`src/rtl/pcq_thold_seq.sv`:
```
// Per-domain stage-5 thold / scan-gate distributor with a domain-by-domain PM raise/drop sequencer.
// Latency: thold_5/sg_5 lag their inputs by STAGES edges; the fast-xstop path adds one more edge.
// No backpressure: pm_raise_req is a level request, and pm_ack/pm_busy report the sequencer's progress.
// Optional feature: define PCQ_THOLD_SEQ_SLP_EN to build the slp_thold_5 port and its staging.
module pcq_thold_seq #(
    parameter int NUM_DOM = 4,
    parameter int STAGES  = 1,
    parameter int GAP_W   = 4
) (
    input  logic               nclk,
    input  logic               rst_b,
    input  logic               func_sl_thold_6,
    input  logic               sg_6,
    input  logic               ccenable_dc,
    input  logic               lbist_en_dc,
    input  logic               gsd_test_enable_dc,
    input  logic               rg_ck_fast_xstop,
    input  logic [NUM_DOM-1:0] dom_scan_en,
    input  logic               pm_raise_req,
    input  logic [GAP_W-1:0]   pm_gap,
    output logic               pm_ack,
    output logic               pm_busy,
    output logic [NUM_DOM-1:0] thold_5,
`ifdef PCQ_THOLD_SEQ_SLP_EN
    output logic [NUM_DOM-1:0] slp_thold_5,
`endif
    output logic               sg_5
);

    localparam int IDX_W = (NUM_DOM > 1) ? $clog2(NUM_DOM) : 1;
    localparam logic [IDX_W-1:0] LAST = IDX_W'(NUM_DOM - 1);

    typedef enum logic [1:0] {
        IDLE     = 2'd0,
        RAISING  = 2'd1,
        HELD     = 2'd2,
        DROPPING = 2'd3
    } state_t;

    state_t             state, state_nxt;
    logic [IDX_W-1:0]   idx, idx_nxt;
    logic [GAP_W-1:0]   cnt, cnt_nxt;
    logic [NUM_DOM-1:0] pm_mask, pm_mask_nxt;

    logic               sg_in;
    logic               test_ovr;
    logic               xs_q;
    logic               xs_ovr;
    logic [NUM_DOM-1:0] thold_in;

    logic [NUM_DOM-1:0] thold_q [STAGES];
    logic               sg_q    [STAGES];

    // Scan gate only counts when clock control is enabled; any test mode overrides xstop and PM.
    assign sg_in    = sg_6 & ccenable_dc;
    assign test_ovr = sg_in | lbist_en_dc | gsd_test_enable_dc;
    assign xs_ovr   = xs_q & ~test_ovr;

    assign thold_in = {NUM_DOM{func_sl_thold_6 | xs_ovr}}
                    | ({NUM_DOM{sg_in}} & ~dom_scan_en)
                    | (pm_mask & {NUM_DOM{~test_ovr}});

    // Fast-xstop is registered once before it reaches the thold logic.
    always_ff @(posedge nclk or negedge rst_b) begin
        if (!rst_b) xs_q <= 1'b0;
        else        xs_q <= rg_ck_fast_xstop;
    end

    // PM sequencer state register.
    always_ff @(posedge nclk or negedge rst_b) begin
        if (!rst_b) begin
            state   <= IDLE;
            idx     <= '0;
            cnt     <= '0;
            pm_mask <= '0;
        end else begin
            state   <= state_nxt;
            idx     <= idx_nxt;
            cnt     <= cnt_nxt;
            pm_mask <= pm_mask_nxt;
        end
    end

    // Sequencer next-state: one domain per step, pm_gap idle cycles between steps, frozen in test modes.
    always_comb begin
        state_nxt   = state;
        idx_nxt     = idx;
        cnt_nxt     = cnt;
        pm_mask_nxt = pm_mask;
        if (!test_ovr) begin
            case (state)
                IDLE: begin
                    if (pm_raise_req) begin
                        pm_mask_nxt[0] = 1'b1;
                        idx_nxt        = '0;
                        cnt_nxt        = pm_gap;
                        state_nxt      = RAISING;
                    end
                end
                RAISING: begin
                    if (!pm_raise_req) begin
                        pm_mask_nxt[idx] = 1'b0;
                        cnt_nxt          = pm_gap;
                        state_nxt        = DROPPING;
                    end else if (cnt != '0) begin
                        cnt_nxt = cnt - 1'b1;
                    end else if (idx != LAST) begin
                        idx_nxt              = idx + 1'b1;
                        pm_mask_nxt[idx_nxt] = 1'b1;
                        cnt_nxt              = pm_gap;
                    end else begin
                        state_nxt = HELD;
                    end
                end
                HELD: begin
                    if (!pm_raise_req) begin
                        pm_mask_nxt[LAST] = 1'b0;
                        idx_nxt           = LAST;
                        cnt_nxt           = pm_gap;
                        state_nxt         = DROPPING;
                    end
                end
                DROPPING: begin
                    if (pm_raise_req) begin
                        pm_mask_nxt[idx] = 1'b1;
                        cnt_nxt          = pm_gap;
                        state_nxt        = RAISING;
                    end else if (cnt != '0) begin
                        cnt_nxt = cnt - 1'b1;
                    end else if (idx != '0) begin
                        idx_nxt              = idx - 1'b1;
                        pm_mask_nxt[idx_nxt] = 1'b0;
                        cnt_nxt              = pm_gap;
                    end else begin
                        state_nxt = IDLE;
                    end
                end
                default: state_nxt = IDLE;
            endcase
        end
    end

    assign pm_ack  = ((state == HELD) & pm_raise_req) | ((state == IDLE) & ~pm_raise_req);
    assign pm_busy = (state == RAISING) | (state == DROPPING);

    // Output staging: tholds reset to held, scan gate resets inactive.
    always_ff @(posedge nclk or negedge rst_b) begin
        if (!rst_b) begin
            for (int s = 0; s < STAGES; s++) begin
                thold_q[s] <= '1;
                sg_q[s]    <= 1'b0;
            end
        end else begin
            thold_q[0] <= thold_in;
            sg_q[0]    <= sg_in;
            for (int s = 1; s < STAGES; s++) begin
                thold_q[s] <= thold_q[s-1];
                sg_q[s]    <= sg_q[s-1];
            end
        end
    end

    assign thold_5 = thold_q[STAGES-1];
    assign sg_5    = sg_q[STAGES-1];

`ifdef PCQ_THOLD_SEQ_SLP_EN
    logic [NUM_DOM-1:0] slp_in;
    logic [NUM_DOM-1:0] slp_q [STAGES];

    // Sleep domains see every thold source except the PM mask.
    assign slp_in = {NUM_DOM{func_sl_thold_6 | xs_ovr}} | ({NUM_DOM{sg_in}} & ~dom_scan_en);

    // Sleep thold staging, same depth and reset value as the run tholds.
    always_ff @(posedge nclk or negedge rst_b) begin
        if (!rst_b) begin
            for (int s = 0; s < STAGES; s++) slp_q[s] <= '1;
        end else begin
            slp_q[0] <= slp_in;
            for (int s = 1; s < STAGES; s++) slp_q[s] <= slp_q[s-1];
        end
    end

    assign slp_thold_5 = slp_q[STAGES-1];
`endif

endmodule
```
`config.mk`:
```
export PLATFORM = sky130hd
export DESIGN_NAME = pcq_thold_seq
export DESIGN_NICKNAME = d
export VERILOG_FILES = /design/src/rtl/pcq_thold_seq.sv
export SDC_FILE = /design/constraint.sdc
export NUM_CORES = 1
export LEC_CHECK = 0
export CAP_MARGIN = 20
export CELL_PAD_IN_SITES_DETAIL_PLACEMENT = 1
export CELL_PAD_IN_SITES_GLOBAL_PLACEMENT = 2
export CORE_MARGIN = 2
export CORE_UTILIZATION = 32
export DETAILED_ROUTE_END_ITERATION = 8
export PLACE_DENSITY = 0.82
export REMOVE_ABC_BUFFERS = 1
export SKIP_CTS_REPAIR_TIMING = 1
export SLEW_MARGIN = 10
export SYNTH_ARGS = -nofsm -noshare
export SYNTH_HDL_FRONTEND = slang
export SYNTH_SLANG_ARGS = --single-unit
```
`constraint.sdc`:
```
create_clock -name nclk -period 2.6 [get_ports nclk]
set_input_delay 0.39 -clock nclk [delete_from_list [all_inputs] [get_ports nclk]]
set_output_delay 0.39 -clock nclk [all_outputs]
set_load 0.05 [all_outputs]
```
== Word level (Yosys, flattened, before mapping) ==
Cells that the tools add are included.
Word-level totals
  flip-flop bits (word level): 18
  bits of input ports: 17
  output and inout port bits: 7
  logic and storage cells: 118
Cells by class
  add/subtract/negate cells: 3
  magnitude comparators: 6
  equal/unequal tests: 20
  mux-type cells: 43
  bitwise operators: 22
  reductions and logical operators: 15
Operators with widths (number)
  $mux W4: 14
  $mux W2: 15
  $reduce_and A7 Y1: 3
  $ne A2 B2 Y1 const B: 9
  $ne A3 B3 Y1 const B: 6
  $and A4 B4 Y4: 4
  $or A4 B4 Y4: 4
  $pmux W2 S4: 2
  $pmux W4 S4: 1
  $not A4 Y4: 3
  $lt A2 B3 Y1 const B: 3
  $reduce_and A9 Y1: 1
  $ne A4 B4 Y1 const B: 2
  $demux W1 S2: 3
  $ge A2 B1 Y1 const B: 3
  $pmux W1 S3: 2
  $reduce_and A6 Y1: 1
  $reduce_bool A3 Y1: 2
  $mux W1: 5
  $or A1 B1 Y1: 5
  $reduce_and A5 Y1: 1
  $and A1 B1 Y1: 4
  $eq A2 B2 Y1 const B: 2
  $pmux W2 S2: 1
  other kinds (9): 13

== Logic depth before layout (Yosys ltp) ==
  word-level depth: 11
  gate-level depth with buffers: 7
  mapped depth without buffers: 6

== Worst setup path after synthesis ==
OpenSTA, ideal clock, no wires.
  kind: reg2reg
  from: register state[0]
  to: register state[1]
  setup time: 0.128 ns
  data arrival time: 1.885 ns
  required time: 2.472 ns
  slack: 0.588 ns
  stages on the path, launching flop included: 7
  buffers on the path: 0
  clock period less this slack: 2.012 ns
  path through: dfrtp_1 -> inv_1 -> ha_1 -> mux2_4 -> or2_4 -> nor3_4 -> mux2_1
On the way
  longest elaborated chain between the ends: 3
  elaborated cells on any way between the ends: 12
  those cells by class: eq/ne: 9; mux: 1; reduce/logical: 2
Ends and longest elaborated chain
  from (decl): line 40  | state_t state, state_nxt;
  from (signal assigned): line 77  | state <= state_nxt;
  $eq A2 B1 Y1, or another cell as far along: line 91  | case (state)
  $ne A3 B3 Y1 (no source line) / $ne A2 B2 Y1 (equally long branches)
  $reduce_and A7 Y1 (no source line)
Parallel ways exist; a longest one is shown, timed or not.
A chain may end at the register's enable or synchronous reset.

== Worst setup path after layout ==
  from: register state[1]
  to: register state[1]
Same word-level chain as after synthesis.

==> results.yml <==
final_layout:
  antenna_cells: 0
  final_common_cell: "clkdlybuf4s50_1"
  nets: 197
  area_growth_pct: 25.8
  layout-drive-gt1-share_pct: 13.7
  final_cell_mix: "21 x clkdlybuf4s50_1, 14 x dfrtp_1, 12 x inv_1, 12 x nor2_1, 11 x ha_1"
die:
  die-width_um: 68.7
  rows: 23
  io_pins: 24
  dieHeight_um: 68.7
  start_util_pct: 33.3
  core_area_um2: 4030
  die-area_um2: 4730
setup_path:
  crit_fanout: 16
  end_kind: "flip-flop"
  path_class: "flip-flop to flip-flop"
  required_ns: 2.74
  path_buf_inv: 1
  crit_arrival_ns: 2.32
  cp_cell_sequence: "ha_1, inv_2, o32ai_1, nor3_4, mux2_1"
  crit_slowest_cell: "o32ai_1"
  worst_path_dominant_cell_family: "compound AO/OA/AOI/OAI gates"
  start_kind: "flip-flop"
  crit_path_max_incr_delay_ns: 0.54
timing:
  fin_skew_ns: 0.00140
  fin_hold_ws_ns: 0.520
  fin_crit_sh_pct: 83.6
  fin_crit_ns: 2.17
  max_freq_ghz: 0.460
  setup_viol: 0
  finalHoldViolations: 0
  worst_pin_slew_ns: 0.912
  finalMaxSlewViolations: 0
  rsz0062_at_grt: "no"
  maxSlewHeadroom_pct: 39.0
  fin_setup_tns_ns: 0
routing:
  drtIter0Drc: 41
  drc: 0
  antenna_left: 0
  viasPerCell: 5.22
  wl_per_cell_um: 16.7
  drt_first_pass_iters: 4
  vias: 1139
  routed_wl_um: 3640
cts:
  clockRootBuffer: "clkbuf_8"
  insertion_delay_ns: 0.26
  cts_buffer_depth: 2
  htreeDepth: 1
  cts.clk_slew.worst_paths_ns: 0.07
  cts.sinks: 18
  cts_tree: "done"
  cts_made_buffers: 3
power:
  leakage_nw: 0.735
  vdd_ir_drop_max_mv: 0.383
  power.density_nw_per_um2: 1030
status:
  status: "complete, no violations"
flow_run:
  maxCapViolations: 0
logic_synthesis:
  ys.warnings.count: 0
  netlist_instances: 143
  netlist_area_um2: 1340
  yosysUniqueCellTypes: 52
  synth-seq-area-share_pct: 34.0
  postSynthAreaPerCell_um2: 9.38
  synth.ff_latch_count: 18
grt:
  antenna_found_initial: 0
  grt_pass1_vias: 1226
  grt_first_pass_wirelength_um: 6020
  grt_max_degree: 19
  overflow: 0
  track_usage_pct: 17.4
min_path:
  hold_path.class: "flip-flop to flip-flop"
placement:
  hpwlAfterDp_um: 2820
  gp_congestion: 0.825
  port_buffers: 23
## final timing paths
check                           cells past startpoint  slack [ns]    endpoint  startpoint
worst min register to register                      2        0.52  thold_5[0]  pm_mask[0]
max in group asynchronous                           1        1.40      cnt[1]       rst_b
worst max-delay path                                5        0.43    state[1]    state[1]
min in group asynchronous                           1        0.64        xs_q       rst_b
worst min-delay path                                2        0.52  thold_5[0]  pm_mask[0]
worst max register to register                      5        0.43    state[1]    state[1]
## tightest hold or removal path: cells and delay by family, from the launching register on
family	cells	cell delay (ns)
and+or+nand+nor	1	0.05
DFF	1	0.37
AOI/OAI and AO/OA	1	0.07
## metal layers
layer	vias to the layer above	share of wire (%)	track usage, %	routed length (um)
met1	548	47	22.3	1700
met2	21	48	29.9	1760
met4	0	0.99	5.15	36
met3	4	3.8	2.76	137
li1	566	-	-	-
met5	-	0	0	0
## where the power goes
group / switching (mW) / internal (mW)
registers: 0.0870 / 0.366
logic: 0.642 / 0.414
clock network: 0.103 / 0.135
total: 0.831 / 0.915
## synth_stat cells (all sizes together)
cell type	number	area share, %
a2bb2oi	1	0.65
dfrtp	14	26
o221ai	1	0.65
nand2	9	2.5
buf	2	1.2
a2111oi	2	1.8
nor2b	4	1.9
o32ai	1	0.65
a32oi	1	0.65
a211o	2	1.3
nand2b	1	0.47
ha	11	10
o31ai	3	2.7
a21oi	5	1.9
o21bai	1	0.56
o31a	1	0.65
or3b	1	0.65
or3	2	0.93
mux2i	5	4.0
a211oi	1	0.93
o21ai	12	4.8
a21o	3	1.7
nor3b	2	1.5
o2bb2ai	2	1.3
and3b	1	0.65
inv	13	3.6
nand4	1	0.47
o2bb2a	1	0.75
or4	1	0.56
or2	2	1.1
nor3	5	2.7
a31oi	2	0.93
nor2	12	3.4
a22oi	5	2.8
nand3	1	0.37
dfstp	4	7.8
xor2	1	0.65
clkbuf	2	0.56
mux2	3	2.8
a22o	1	0.65
nor4	1	0.47
## flip-flops by register name (all words and copies together) (netlist names)
name,flops
idx,2
xs_q,1
pm_mask,4
state,2
thold_5,4
cnt,4
sg_5,1
## stage by stage
stage | utilization (%) | total power [mW] | setup WS, ns | instances | cell area (um^2)
5_1_grt | 41.9 | 1.91 | 0.214 | 218 | 1690
6_report | 41.9 | 1.75 | 0.427 | 218 | 1690
3_3_place_gp | 40.5 | 1.48 | 0.227 | 214 | 1630
4_1_cts | 41.9 | 1.76 | 0.401 | 218 | 1690
3_5_place_dp | 40.5 | 1.51 | 0.209 | 214 | 1630
2_1_floorplan | - | 1.19 | 0.588 | 139 | 1320
## area by class of cell
cell class	count	area (um^2)
fill	479	2340
multi-input combinational	108	813
sequential	18	455
timing repair buffer	25	253
tap	50	62.6
clock buffer	4	55.1
inverter	13	48.8
## logic make-up (layout without fill, tap and decap cells)
group	Yosys count	after routing	synth area share, %
AO/OA/AOI/OAI	45	45	25.3
XOR/XNOR	1	1	0.653
adder cells (fa/ha/maj)	11	11	10.3
buffers and inverters	17	42	5.41
flip-flops	18	18	34.0
multiplexers	8	8	6.81
AND/OR/NAND/NOR	43	43	17.6
No activity file was read; power rests on OpenSTA's default activity.
